File: src/rtl/adder_ring_meas_ctrl_if.sv
// Bus between the measurement sequencer and its surroundings.
// The master side (software / bench) drives the request, configuration,
// ring tap and result_ready. The slave side (the sequencer) drives status,
// the latched configuration and the result handshake.
interface adder_ring_meas_ctrl_if #(
    parameter int COUNT_W = 16,
    parameter int WIN_W   = 16
);
    logic               start;
    logic [WIN_W-1:0]   window_len;
    logic [7:0]         cfg_a;
    logic [7:0]         cfg_xor;
    logic [7:0]         cfg_add;
    logic               busy;
    logic               ring_reset;
    logic [7:0]         input_a;
    logic [7:0]         xor_enable;
    logic [7:0]         add_enable;
    logic               ring_tap;
    logic [COUNT_W-1:0] result;
    logic               result_valid;
    logic               result_ready;
    logic               overflow;

    modport master (
        output start, window_len, cfg_a, cfg_xor, cfg_add, ring_tap, result_ready,
        input  busy, ring_reset, input_a, xor_enable, add_enable,
               result, result_valid, overflow
    );

    modport slave (
        input  start, window_len, cfg_a, cfg_xor, cfg_add, ring_tap, result_ready,
        output busy, ring_reset, input_a, xor_enable, add_enable,
               result, result_valid, overflow
    );
endinterface

File: src/rtl/adder_ring_meas_ctrl.sv
// Ring-oscillator adder measurement sequencer.
// IDLE -> SETUP (ring held in reset while the new config settles)
//      -> RUN   (ring released, rising edges of the synchronised tap counted)
//      -> DONE  (count offered on a valid/ready handshake).
// Optional build macro MEAS_OVF_EN: edge count saturates and raises overflow;
// without it the count wraps and overflow is tied low.
module adder_ring_meas_ctrl #(
    parameter int COUNT_W       = 16,
    parameter int WIN_W         = 16,
    parameter int SETTLE_CYCLES = 4
) (
    input logic                    clk,
    input logic                    reset,
    adder_ring_meas_ctrl_if.slave  bus
);
    localparam int SET_W = (SETTLE_CYCLES > 1) ? $clog2(SETTLE_CYCLES) : 1;

    typedef enum logic [1:0] {IDLE, SETUP, RUN, DONE} state_t;

    state_t             state;
    logic               tap_meta;
    logic               tap_sync;
    logic               tap_prev;
    logic               rise;
    logic [WIN_W-1:0]   win_cnt;
    logic [SET_W-1:0]   settle_cnt;
    logic [COUNT_W-1:0] count;
    logic [COUNT_W-1:0] count_nxt;

    // Two-flop synchroniser plus previous-value register for edge detect.
    // prev tracks the synchronised tap every cycle (including all of SETUP),
    // so the first RUN cycle never sees a stale low prev.
    always_ff @(posedge clk) begin
        if (reset) begin
            tap_meta <= 1'b0;
            tap_sync <= 1'b0;
            tap_prev <= 1'b0;
        end else begin
            tap_meta <= bus.ring_tap;
            tap_sync <= tap_meta;
            tap_prev <= tap_sync;
        end
    end

    assign rise = tap_sync & ~tap_prev;

`ifdef MEAS_OVF_EN
    logic ovf_hit;
    logic ovf_q;

    // Saturating increment; an edge arriving at full scale flags overflow.
    always_comb begin
        ovf_hit   = 1'b0;
        count_nxt = count;
        if (rise) begin
            if (&count) ovf_hit   = 1'b1;
            else        count_nxt = count + 1'b1;
        end
    end

    assign bus.overflow = ovf_q;
`else
    assign count_nxt    = count + COUNT_W'(rise);
    assign bus.overflow = 1'b0;
`endif

    // Sequencer FSM; all outputs are registered here.
    always_ff @(posedge clk) begin
        if (reset) begin
            state            <= IDLE;
            bus.busy         <= 1'b0;
            bus.ring_reset   <= 1'b1;
            bus.input_a      <= '0;
            bus.xor_enable   <= '0;
            bus.add_enable   <= '0;
            bus.result       <= '0;
            bus.result_valid <= 1'b0;
            win_cnt          <= '0;
            settle_cnt       <= '0;
            count            <= '0;
`ifdef MEAS_OVF_EN
            ovf_q            <= 1'b0;
`endif
        end else begin
            case (state)
                IDLE: begin
                    if (bus.start) begin
                        bus.input_a    <= bus.cfg_a;
                        bus.xor_enable <= bus.cfg_xor;
                        bus.add_enable <= bus.cfg_add;
                        // A zero window still gives one RUN cycle.
                        win_cnt        <= (bus.window_len == '0) ? WIN_W'(1) : bus.window_len;
                        count          <= '0;
                        settle_cnt     <= SET_W'(SETTLE_CYCLES - 1);
                        bus.busy       <= 1'b1;
                        state          <= SETUP;
`ifdef MEAS_OVF_EN
                        ovf_q          <= 1'b0;
`endif
                    end
                end
                SETUP: begin
                    if (settle_cnt == '0) begin
                        bus.ring_reset <= 1'b0;
                        state          <= RUN;
                    end else begin
                        settle_cnt <= settle_cnt - 1'b1;
                    end
                end
                RUN: begin
                    count   <= count_nxt;
                    win_cnt <= win_cnt - 1'b1;
`ifdef MEAS_OVF_EN
                    ovf_q   <= ovf_q | ovf_hit;
`endif
                    // Last window cycle: its edge goes straight into result.
                    if (win_cnt == WIN_W'(1)) begin
                        bus.ring_reset   <= 1'b1;
                        bus.result       <= count_nxt;
                        bus.result_valid <= 1'b1;
                        state            <= DONE;
                    end
                end
                DONE: begin
                    if (bus.result_ready) begin
                        bus.result_valid <= 1'b0;
                        bus.busy         <= 1'b0;
                        state            <= IDLE;
                    end
                end
                default: state <= IDLE;
            endcase
        end
    end
endmodule

File: src/flat_wrapper.sv
// flat-port wrapper written by rule: the top's interface ports become plain ports
module adder_ring_meas_ctrl_flat 
#(
    parameter int COUNT_W       = 16,
    parameter int WIN_W         = 16,
    parameter int SETTLE_CYCLES = 4
)
  (clk, reset, bus_start, bus_window_len, bus_cfg_a, bus_cfg_xor, bus_cfg_add, bus_ring_tap, bus_result_ready, bus_busy, bus_ring_reset, bus_input_a, bus_xor_enable, bus_add_enable, bus_result, bus_result_valid, bus_overflow);
  adder_ring_meas_ctrl_if #(.COUNT_W(COUNT_W), .WIN_W(WIN_W)) bus_i ();
  input logic clk;
  input logic reset;
  input wire logic [$bits(bus_i.start)-1:0] bus_start;
  input wire logic [$bits(bus_i.window_len)-1:0] bus_window_len;
  input wire logic [$bits(bus_i.cfg_a)-1:0] bus_cfg_a;
  input wire logic [$bits(bus_i.cfg_xor)-1:0] bus_cfg_xor;
  input wire logic [$bits(bus_i.cfg_add)-1:0] bus_cfg_add;
  input wire logic [$bits(bus_i.ring_tap)-1:0] bus_ring_tap;
  input wire logic [$bits(bus_i.result_ready)-1:0] bus_result_ready;
  output wire logic [$bits(bus_i.busy)-1:0] bus_busy;
  output wire logic [$bits(bus_i.ring_reset)-1:0] bus_ring_reset;
  output wire logic [$bits(bus_i.input_a)-1:0] bus_input_a;
  output wire logic [$bits(bus_i.xor_enable)-1:0] bus_xor_enable;
  output wire logic [$bits(bus_i.add_enable)-1:0] bus_add_enable;
  output wire logic [$bits(bus_i.result)-1:0] bus_result;
  output wire logic [$bits(bus_i.result_valid)-1:0] bus_result_valid;
  output wire logic [$bits(bus_i.overflow)-1:0] bus_overflow;
  assign bus_i.start = bus_start;
  assign bus_i.window_len = bus_window_len;
  assign bus_i.cfg_a = bus_cfg_a;
  assign bus_i.cfg_xor = bus_cfg_xor;
  assign bus_i.cfg_add = bus_cfg_add;
  assign bus_i.ring_tap = bus_ring_tap;
  assign bus_i.result_ready = bus_result_ready;
  assign bus_busy = bus_i.busy;
  assign bus_ring_reset = bus_i.ring_reset;
  assign bus_input_a = bus_i.input_a;
  assign bus_xor_enable = bus_i.xor_enable;
  assign bus_add_enable = bus_i.add_enable;
  assign bus_result = bus_i.result;
  assign bus_result_valid = bus_i.result_valid;
  assign bus_overflow = bus_i.overflow;
  adder_ring_meas_ctrl #(.COUNT_W(COUNT_W), .WIN_W(WIN_W), .SETTLE_CYCLES(SETTLE_CYCLES)) u_core (.clk(clk), .reset(reset), .bus(bus_i));
endmodule
File: config.mk
export PLATFORM = sky130hd
export DESIGN_NAME = adder_ring_meas_ctrl_flat
export DESIGN_NICKNAME = d
export VERILOG_FILES = /design/src/rtl/adder_ring_meas_ctrl_if.sv /design/src/rtl/adder_ring_meas_ctrl.sv /design/src/flat_wrapper.sv
export SDC_FILE = /design/constraint.sdc
export NUM_CORES = 1
export LEC_CHECK = 0
export CORE_MARGIN = 2
export CORE_UTILIZATION = 50
export CTS_CLUSTER_SIZE = 25
export DETAILED_ROUTE_END_ITERATION = 10
export PLACE_DENSITY = 0.85
export SLEW_MARGIN = 10
export SYNTH_ARGS = -nofsm -noshare
export SYNTH_HDL_FRONTEND = slang
export SYNTH_SLANG_ARGS = --single-unit
File: constraint.sdc
create_clock -name clk -period 2.6 [get_ports clk]
set_input_delay 0.65 -clock clk [delete_from_list [all_inputs] [get_ports clk]]
set_output_delay 0.65 -clock clk [all_outputs]
set_load 0.01 [all_outputs]
==> flow_summary.toml, run 1 <==
[cts]
tritoncts = "done"
postCtsSetupBuffers = 0
cts-root-buf = "clkbuf_8"
cts_made_buffers = 9
cts.path.max_buffers = 2
ctsHoldBuffers = 0
cts.sinks = 82
clk_latency_ps = 350
cts.clk_slew.worst_paths_ps = 80
htreeDepth = 3
postCtsResizedCells = 0

[sta]
slew_headroom_pct = 60.3
timing.final.crit_share_pct = 83.9
layout_setup_ws_ps = 419
worstMarginPinSlew_ps = 596
max_freq_mhz = 458
rsz0062_at_grt = "no"
clock_skew_ps = 10.6
finalMaxSlewViolations = 0
layout_min_cycle_time_ps = 2180
hold_viol = 0
setup_viol = 0
setup_tns_ps = 0

[setup_path]
crit_path_top_delay_cell = "or4b_4"
worst-path-max-fanout = 6
arrival_ps = 2430
start_kind = "flip-flop"
cp-end-kind = "flip-flop"
critical_path.max_stage_delay_ps = 510
path_cells = "inv_1, ha_1, or4b_4, or4_4, a21oi_2, nor2_1, nor4_1"
path_class = "reg2reg"
critPathRequiredTime_ps = 2850

[yosys]
synth_mux_area_share_pct = 0.546
synthSimpleGateAreaFrac_pct = 25.1
synth_nets = 547
synth-edff-count = 0
synth-xor-area-share_pct = 3.15
syn_area_um2 = 3890
ys.flop_type = "dfxtp_1"
synth_top_family_by_area = "simple AND/OR/NAND/NOR gates"
ys_ff_latch = 82
synth_cell_types = 58
synthAdderAreaFrac_pct = 2.89
synth_cells = 493
ys_seq_area_share_pct = 42.2
synth_compound_area_share_pct = 21.1
avgSynthCellArea_um2 = 7.90
ys_warn_count = 0
async_flop_share_pct = 0

[final_layout]
layout_commonest_cell = "nand2_1"
antenna_cells = 0
finalNonFillerCells = 677
final_nets = 624
drive_gt1_share_pct = 6.78
final_cell_mix = "nand2_1, clkdlybuf4s50_1, dfxtp_1"
area_growth_syn_to_layout_pct = 30.5

[placed_design]
place_ws_ps = 215
io_buffers = 87
gp_congestion = 0.860
dp_hpwl_um = 7350
dp.cells = 661

[floorplanning]
start_util_pct = 50.9
die_area_um2 = 8510
row_count = 32
core_um2 = 7650
ios = 89
fp.dieH_um = 92.2
die_w_um = 92.2

[power]
ir_worst_vdd_uv = 426
cellLeakagePower_nw = 1.84
power_density_nw_per_um2 = 915

[drt]
drt_wl_total_um = 10500
firstDrtPassIters = 5
routed_via_density = 5.83
vias = 3950
drt-wirelength-per-cell_um = 15.5
drtIter0Drc = 328
drc = 0
ant_nets = 0

[global_routing]
grt_pass1_wl_um = 16800
grtUsageTotal_pct = 24.6
antenna_found_initial = 0
grt_pass1_vias = 3555
grt_max_degree = 33
overflow = 0

[hold_path]
hold_class = "reg2reg"

[flow_run]
maxCapViolations = 0

[status]
status = "complete, no violations"
[metal layers]
metal | track usage, % | routed length [µm] | vias to the layer above
met5 | 0 | 0 | -
met4 | 11.1 | 227 | 0
met3 | 3.62 | 633 | 17
met2 | 40.4 | 5180 | 165
met1 | 32.2 | 4460 | 1875
li1 | - | - | 1893
[final cells by class]
class	count	area, µm²
repair buffers	100	963
clock buffers	12	165
fillers	651	2570
flip-flops and latches	82	1640
inverters	13	48.8
multi-input cells	364	2060
clock inverters	4	72.6
well taps	102	128
[cells by family (layout without fill, tap and decap cells)]
| kind of cell | after synthesis | in the layout |
|---|---|---|
| simple gates | 207 | 207 |
| compound gates | 131 | 131 |
| flops | 82 | 82 |
| buf+inv | 47 | 129 |
| xor+xnor | 14 | 14 |
| fa+ha+maj | 9 | 9 |
| mux | 2 | 2 |
| other cells | 1 | 1 |
[where the power goes]
part	leakage, nW	switching (W)	internal, W
combinational	1.05	0.00112	0.000785
sequential	0.669	0.000203	0.00145
clock	0.119	0.000464	0.000618
total	1.84	0.00179	0.00286
[stage by stage]
stage	power, W	utilization [%]	hold WS [ps]	instance area, µm²
6_report	0.00465	66.4	445	5080
5_1_grt	0.00490	66.4	471	5080
3_3_place_gp	0.00347	63.3	419	4840
3_5_place_dp	0.00353	63.3	432	4840
2_1_floorplan	0.00291	-	414	3890
4_1_cts	0.00462	66.4	451	5080
[sequential cells by signal, indices dropped and copies added (netlist names)]
name                     count
u_core.tap_meta              1
u_core.bus.add_enable        8
u_core.bus.result           16
u_core.settle_cnt            2
u_core.bus.busy              1
u_core.bus.result_valid      1
u_core.win_cnt              16
u_core.bus.input_a           8
u_core.tap_prev              1
u_core.bus.xor_enable        8
u_core.tap_sync              1
u_core.bus.ring_reset        1
u_core.count                16
u_core.state                 2
[final timing paths]
kind                          start                 to  slack [ps]  cells past startpoint
hold / removal      u_core.tap_meta    u_core.tap_sync         440                      1
setup reg to reg  u_core.win_cnt[0]  u_core.win_cnt[8]         420                      7
setup / recovery  u_core.win_cnt[0]  u_core.win_cnt[8]         420                      7
hold reg to reg     u_core.tap_meta    u_core.tap_sync         440                      1
[synth_stat cells, types with 5 or more instances]
| master | count | area, µm² |
|---|---|---|
| nand2_1 | 94 | 353 |
| dfxtp_1 | 82 | 1640 |
| a21oi_1 | 61 | 305 |
| nor2_1 | 37 | 139 |
| clkbuf_1 | 26 | 97.6 |
| o21ai_0 | 19 | 95.1 |
| nor3_1 | 17 | 85.1 |
| inv_1 | 13 | 48.8 |
| nand3_1 | 12 | 60.1 |
| ha_1 | 9 | 113 |
| nand4_1 | 9 | 56.3 |
| xnor2_1 | 7 | 61.3 |
| xor2_1 | 7 | 61.3 |
| a22oi_1 | 6 | 45.0 |
| a311oi_1 | 6 | 52.6 |
| and4_1 | 6 | 52.6 |
| nor4_1 | 6 | 37.5 |
| a21o_1 | 5 | 37.5 |
| and2_1 | 5 | 31.3 |
| nor2b_1 | 5 | 31.3 |
[critical path, delay by kind of cell, from the launching register on]
kind	cells	cell delay, ps
AND/OR/NAND/NOR	4	1270
flip-flops	1	370
adder cells (fa/ha/maj)	1	220
AO/OA/AOI/OAI	1	140
buffers and inverters	1	80
Power figures use the tool's default switching activity.
==> inputs of run 2 (changes only) <==
--- a/config.mk
+++ b/config.mk
@@ -6,10 +6,10 @@
 export NUM_CORES = 1
 export LEC_CHECK = 0
 export CORE_MARGIN = 2
-export CORE_UTILIZATION = 50
+export CORE_UTILIZATION = 45
 export CTS_CLUSTER_SIZE = 25
 export DETAILED_ROUTE_END_ITERATION = 10
-export PLACE_DENSITY = 0.85
+export PLACE_DENSITY = 0.81
 export SLEW_MARGIN = 10
 export SYNTH_ARGS = -nofsm -noshare
 export SYNTH_HDL_FRONTEND = slang
==> constraint.sdc (replaced) <==
create_clock -name clk -period 1.8 [get_ports clk]
set_input_delay 0.45 -clock clk [delete_from_list [all_inputs] [get_ports clk]]
set_output_delay 0.45 -clock clk [all_outputs]
set_load 0.01 [all_outputs]
==> run 2 against run 1 <==
The flow now finishes with violations (setup timing). Final cell count up 9.2%. Die area up 11%. Design area up 14%. Critical endpoint unchanged. Critical path depth down 1. Clock power up 44%. Clock skew up 6.2 ps. Highest routed layer unchanged.
==> flow_summary.toml, run 2 (synthesis results as in run 1) <==
[status]
status = "finished, violations left"
violations = "setup timing"

[final_layout]
antenna_cells = 0
final_cell_mix = "nand2_1, clkdlybuf4s50_1, dfxtp_1"
reg_top3 = "u_core.bus.result x16, u_core.count x16, u_core.win_cnt x16"
final_util_pct = 70.0
drive_gt1_share_pct = 21.0
finalNonFillerCells = 739
postLayoutCellArea_um2 = 5810
final_nets = 685
area_growth_syn_to_layout_pct = 49.1
layout_commonest_cell = "nand2_1"

[setup_path]
critPathRequiredTime_ps = 2040
arrival_ps = 2150
cp-end-kind = "flip-flop"
start_kind = "flip-flop"
path_class = "reg2reg"
r2r_cells = 6
worst-path-max-fanout = 3

[drt]
ant_nets = 0
drt-wirelength-per-cell_um = 16.7
drt_wl_total_um = 12300
routed_via_density = 5.76
firstDrtPassIters = 5
vias = 4254
drtIter0Drc = 303
drc = 0

[hold_path]
min_path_cells = 1
hold_class = "reg2reg"

[sta]
clock_skew_ps = 16.8
finalMaxSlewViolations = 0
timing.final.crit_share_pct = 106
rsz0062_at_grt = "yes"
layout_setup_ws_ps = -111
hold_ws_ps = 444
max_freq_mhz = 523
layout_min_cycle_time_ps = 1910
setup_viol = 4
hold_viol = 0

[flow_run]
maxCapViolations = 0

[global_routing]
antenna_found_initial = 0
overflow = 0
grtUsageTotal_pct = 24.1
grt_max_degree = 33
grt_pass1_wl_um = 18600
grt_pass1_vias = 3965

[cts]
tritoncts = "done"
cts_made_buffers = 9
cts.sinks = 82
cts-root-buf = "clkbuf_8"
htreeDepth = 3
cts.path.max_buffers = 2
ctsHoldBuffers = 0
cts.clk_slew.worst_paths_ps = 80
clk_latency_ps = 370

[floorplanning]
core_um2 = 8300
ios = 89
start_util_pct = 46.9
row_count = 33
fp.dieH_um = 97.0
die_area_um2 = 9410
die_w_um = 97.0

[placed_design]
io_buffers = 87
dp_hpwl_um = 8220
gp_congestion = 0.953
dp.cells = 719
place_ws_ps = -313
placed_cell_area_um2 = 5320

[power]
ir_worst_vdd_uv = 685
power_density_nw_per_um2 = 1350
cellLeakagePower_nw = 2.19
[run 2: cell types whose count changed in the layout (fill, tap and decap cells not counted), moves of 4 or more]
| cell | delta |
|---|---|
| a21oi_1 | -8 |
| a21oi_2 | +7 |
| buf_4 | +54 |
| ha_1 | -5 |
| ha_4 | +4 |
[run 2: area by class of cell]
class,instances,area (µm²)
Timing Repair Buffer,161,1490
Tap cell,105,131
Multi-Input combinational cell,364,2270
Clock inverter,3,90.1
Clock buffer,11,131
Sequential cell,82,1650
Fill cell,614,2490
Inverter,13,48.8
[run 2: worst max-delay path, stage by stage (launching register included)]
cell,delay (ps)
dfxtp_2,330
inv_2,70
ha_4,130
or4b_4,500
or4_4,460
nor3_1,230
nor4_1,70
[run 2: worst paths after layout]
| path | endpoint | slack [ps] | startpoint |
|---|---|---|---|
| worst min-delay path | u_core.tap_sync | 440 | u_core.tap_meta |
| worst max register to register | u_core.win_cnt[8] | -110 | u_core.win_cnt[1] |
| worst min register to register | u_core.tap_sync | 440 | u_core.tap_meta |
| worst max-delay path | u_core.win_cnt[8] | -110 | u_core.win_cnt[1] |
[run 2: repair_timing]
| item | in CTS | in global routing |
|---|---|---|
| buffers inserted | 2 | 2 |
| endpoints found under the setup margin | 28 | 37 |
| gates resized for setup | 12 | 38 |
| cloned | 0 | 2 |
| pin swaps | 0 | 17 |
[run 2: power breakdown]
group | leakage [nW] | switching, W | internal, W
Combinational | 1.41 | 0.00207 | 0.00187
Sequential | 0.670 | 0.000233 | 0.00210
Clock | 0.109 | 0.000647 | 0.000908
[run 2: metal layers]
| metal | routed length, µm | up-vias | track usage [%] |
|---|---|---|---|
| met4 | 265 | 0 | 11.2 |
| met1 | 5150 | 2045 | 29.5 |
| met3 | 593 | 30 | 4.26 |
| met2 | 6340 | 162 | 41.1 |
| li1 | - | 2017 | - |
| met5 | 0 | - | 0 |
[run 2: per-stage QoR]
stage          power (W)  TNS, ps
2_1_floorplan    0.00425    -18.4
3_3_place_gp     0.00572    -6180
3_5_place_dp     0.00585    -8360
4_1_cts          0.00752    -96.1
5_1_grt          0.00824    -1310
6_report         0.00783     -152
==> inputs of run 3 (changes only) <==
--- a/config.mk
+++ b/config.mk
@@ -10,6 +10,7 @@
 export CTS_CLUSTER_SIZE = 25
 export DETAILED_ROUTE_END_ITERATION = 10
 export PLACE_DENSITY = 0.81
+export SETUP_SLACK_MARGIN = 0.3
 export SLEW_MARGIN = 10
 export SYNTH_ARGS = -nofsm -noshare
 export SYNTH_HDL_FRONTEND = slang
==> run 3 against run 2 <==
The flow still finishes with violations (setup timing). Final cell count is 4.9% higher. Non-clock buffer count is 32 higher. Flip-flop and latch count stayed put. Critical path depth is 2 higher. Sequential power is 3% higher. Largest cell class unchanged. Highest routed layer unchanged.
==> flow_summary.toml, run 3 (synthesis results as in run 1) <==
[setup_path]
path_delay_family = "simple AND/OR/NAND/NOR gates"
cp_num_buf_inv = 2
critical_path.max_stage_delay_ps = 470
path_class = "reg2reg"
arrival_ps = 2240
path_cells = "inv_2, ha_4, or4b_4, buf_4, nor2_4, nand3_2, a21o_1, a32o_1"
cp-end-kind = "flip-flop"
start_kind = "flip-flop"
worst-path-max-fanout = 3
crit_path_top_delay_cell = "or4b_4"
critPathRequiredTime_ps = 2080

[sta]
hold_ws_ps = 457
max_freq_mhz = 510
clock_skew_ps = 10.2
finalMaxSlewViolations = 0
hold_viol = 0
rsz0062_at_grt = "yes"
timing.final.crit_share_pct = 109
worstMarginPinSlew_ps = 618
layout_setup_ws_ps = -163
slew_headroom_pct = 58.8
setup_viol = 25
layout_min_cycle_time_ps = 1960

[final_layout]
finalNonFillerCells = 775
reg_top3 = "u_core.bus.result x16, u_core.count x16, u_core.win_cnt x16"
final_util_pct = 79.2
antenna_cells = 0
area_growth_syn_to_layout_pct = 68.9
final_cell_mix = "nand2_1, dfxtp_1, buf_4"
drive_gt1_share_pct = 35.5
layout_commonest_cell = "nand2_1"
final_nets = 720

[drt]
vias = 4806
drtIter0Drc = 445
drc = 0
routed_via_density = 6.20
wl_met2_um = 7840
drt-wirelength-per-cell_um = 20.9
met3_length_um = 1560
firstDrtPassIters = 5
highest_layer = "met4"
drt_wl_total_um = 16200
met1_length_um = 5990
ant_nets = 0

[placed_design]
dp.cells = 708
gp_congestion = 0.908
io_buffers = 87
dp_hpwl_um = 8000

[floorplanning]
start_util_pct = 46.9
core_um2 = 8300
die_area_um2 = 9410
die_w_um = 97.0
row_count = 33
ios = 89
fp.dieH_um = 97.0

[cts]
cts_made_buffers = 9
cts-root-buf = "clkbuf_8"
clk_latency_ps = 380
cts.clk_slew.worst_paths_ps = 90
ctsHoldBuffers = 0
cts.sinks = 82
cts.path.max_buffers = 2
htreeDepth = 3
tritoncts = "done"

[flow_run]
maxCapViolations = 0

[status]
status = "finished, violations left"
violations = "setup timing"

[global_routing]
grt_pass1_vias = 4285
antenna_found_initial = 0
grtUsageTotal_pct = 28.8
grt_pass1_wl_um = 22000
grt_max_degree = 48
overflow = 0

[hold_path]
hold_class = "reg2reg"

[power]
cellLeakagePower_nw = 2.69
power_density_nw_per_um2 = 1530
finalPower_w = 0.0100
ir_worst_vdd_uv = 677
==> run 3: changes by cell type in the layout (fill, tap and decap cells not counted), moves of 6 or more <==
cell	change
dfxtp_2	+7
o21ai_2	+10
dlygate4sd2_1	+57
clkdlybuf4s50_1	-57
nand2_1	-6
o21ai_0	-13
dfxtp_1	-8
buf_6	+23
==> run 3: final timing paths <==
kind,start,endpoint,slack [ps],depth (start not counted)
max,u_core.win_cnt[1],u_core.win_cnt[12],-160,8
min,u_core.bus.xor_enable[1],u_core.bus.xor_enable[1],460,2
max reg2reg,u_core.win_cnt[1],u_core.win_cnt[12],-160,8
min reg2reg,u_core.bus.xor_enable[1],u_core.bus.xor_enable[1],460,2
==> run 3: layer usage <==
| layer | up-vias | GRT usage (%) |
|---|---|---|
| met4 | 0 | 11.4 |
| met5 | - | 0 |
| met3 | 96 | 5.56 |
| met2 | 361 | 49.1 |
| li1 | 2093 | - |
| met1 | 2256 | 35.7 |
==> run 3: per-stage QoR <==
| step | setup slack [ps] | setup TNS, ps | instance area (µm²) |
|---|---|---|---|
| after floorplan | -6.48 | -7.90 | 4070 |
| after global placement | -308 | -6400 | 5310 |
| after detailed placement | -318 | -7770 | 5310 |
| after CTS | -55.9 | -55.9 | 6100 |
| after global routing | -199 | -1970 | 6580 |
| final | -163 | -1070 | 6580 |
==> run 3: repair_timing <==
action / in CTS / in global routing
setup buffers: 18 / 26
cloned: 7 / 1
setup endpoints to repair: 119 / 74
resized for setup: 157 / 58
pin swaps: 58 / 38
==> run 3: final cells by class <==
cell class / count / area, µm²
tap: 105 / 131
inverter: 13 / 56.3
multi-input combinational: 367 / 2670
clock buffer: 10 / 138
sequential: 82 / 1660
clock inverter: 5 / 86.3
timing repair buffer: 193 / 1840
fill: 461 / 1720
==> run 3: power breakdown <==
part	leakage (nW)	switching, W	internal [W]
clock network	0.113	0.000725	0.000821
logic	1.90	0.00315	0.00295
registers	0.673	0.000271	0.00212
total	2.69	0.00415	0.00589
==> run 3: worst reg2reg max path, cell delays in order (launching register included) <==
cell and delay, ps:
dfxtp_2 330, inv_2 70, ha_4 130, or4b_4 470
buf_4 170, nor2_4 140, nand3_2 110, a21o_1 180
a32o_1 260
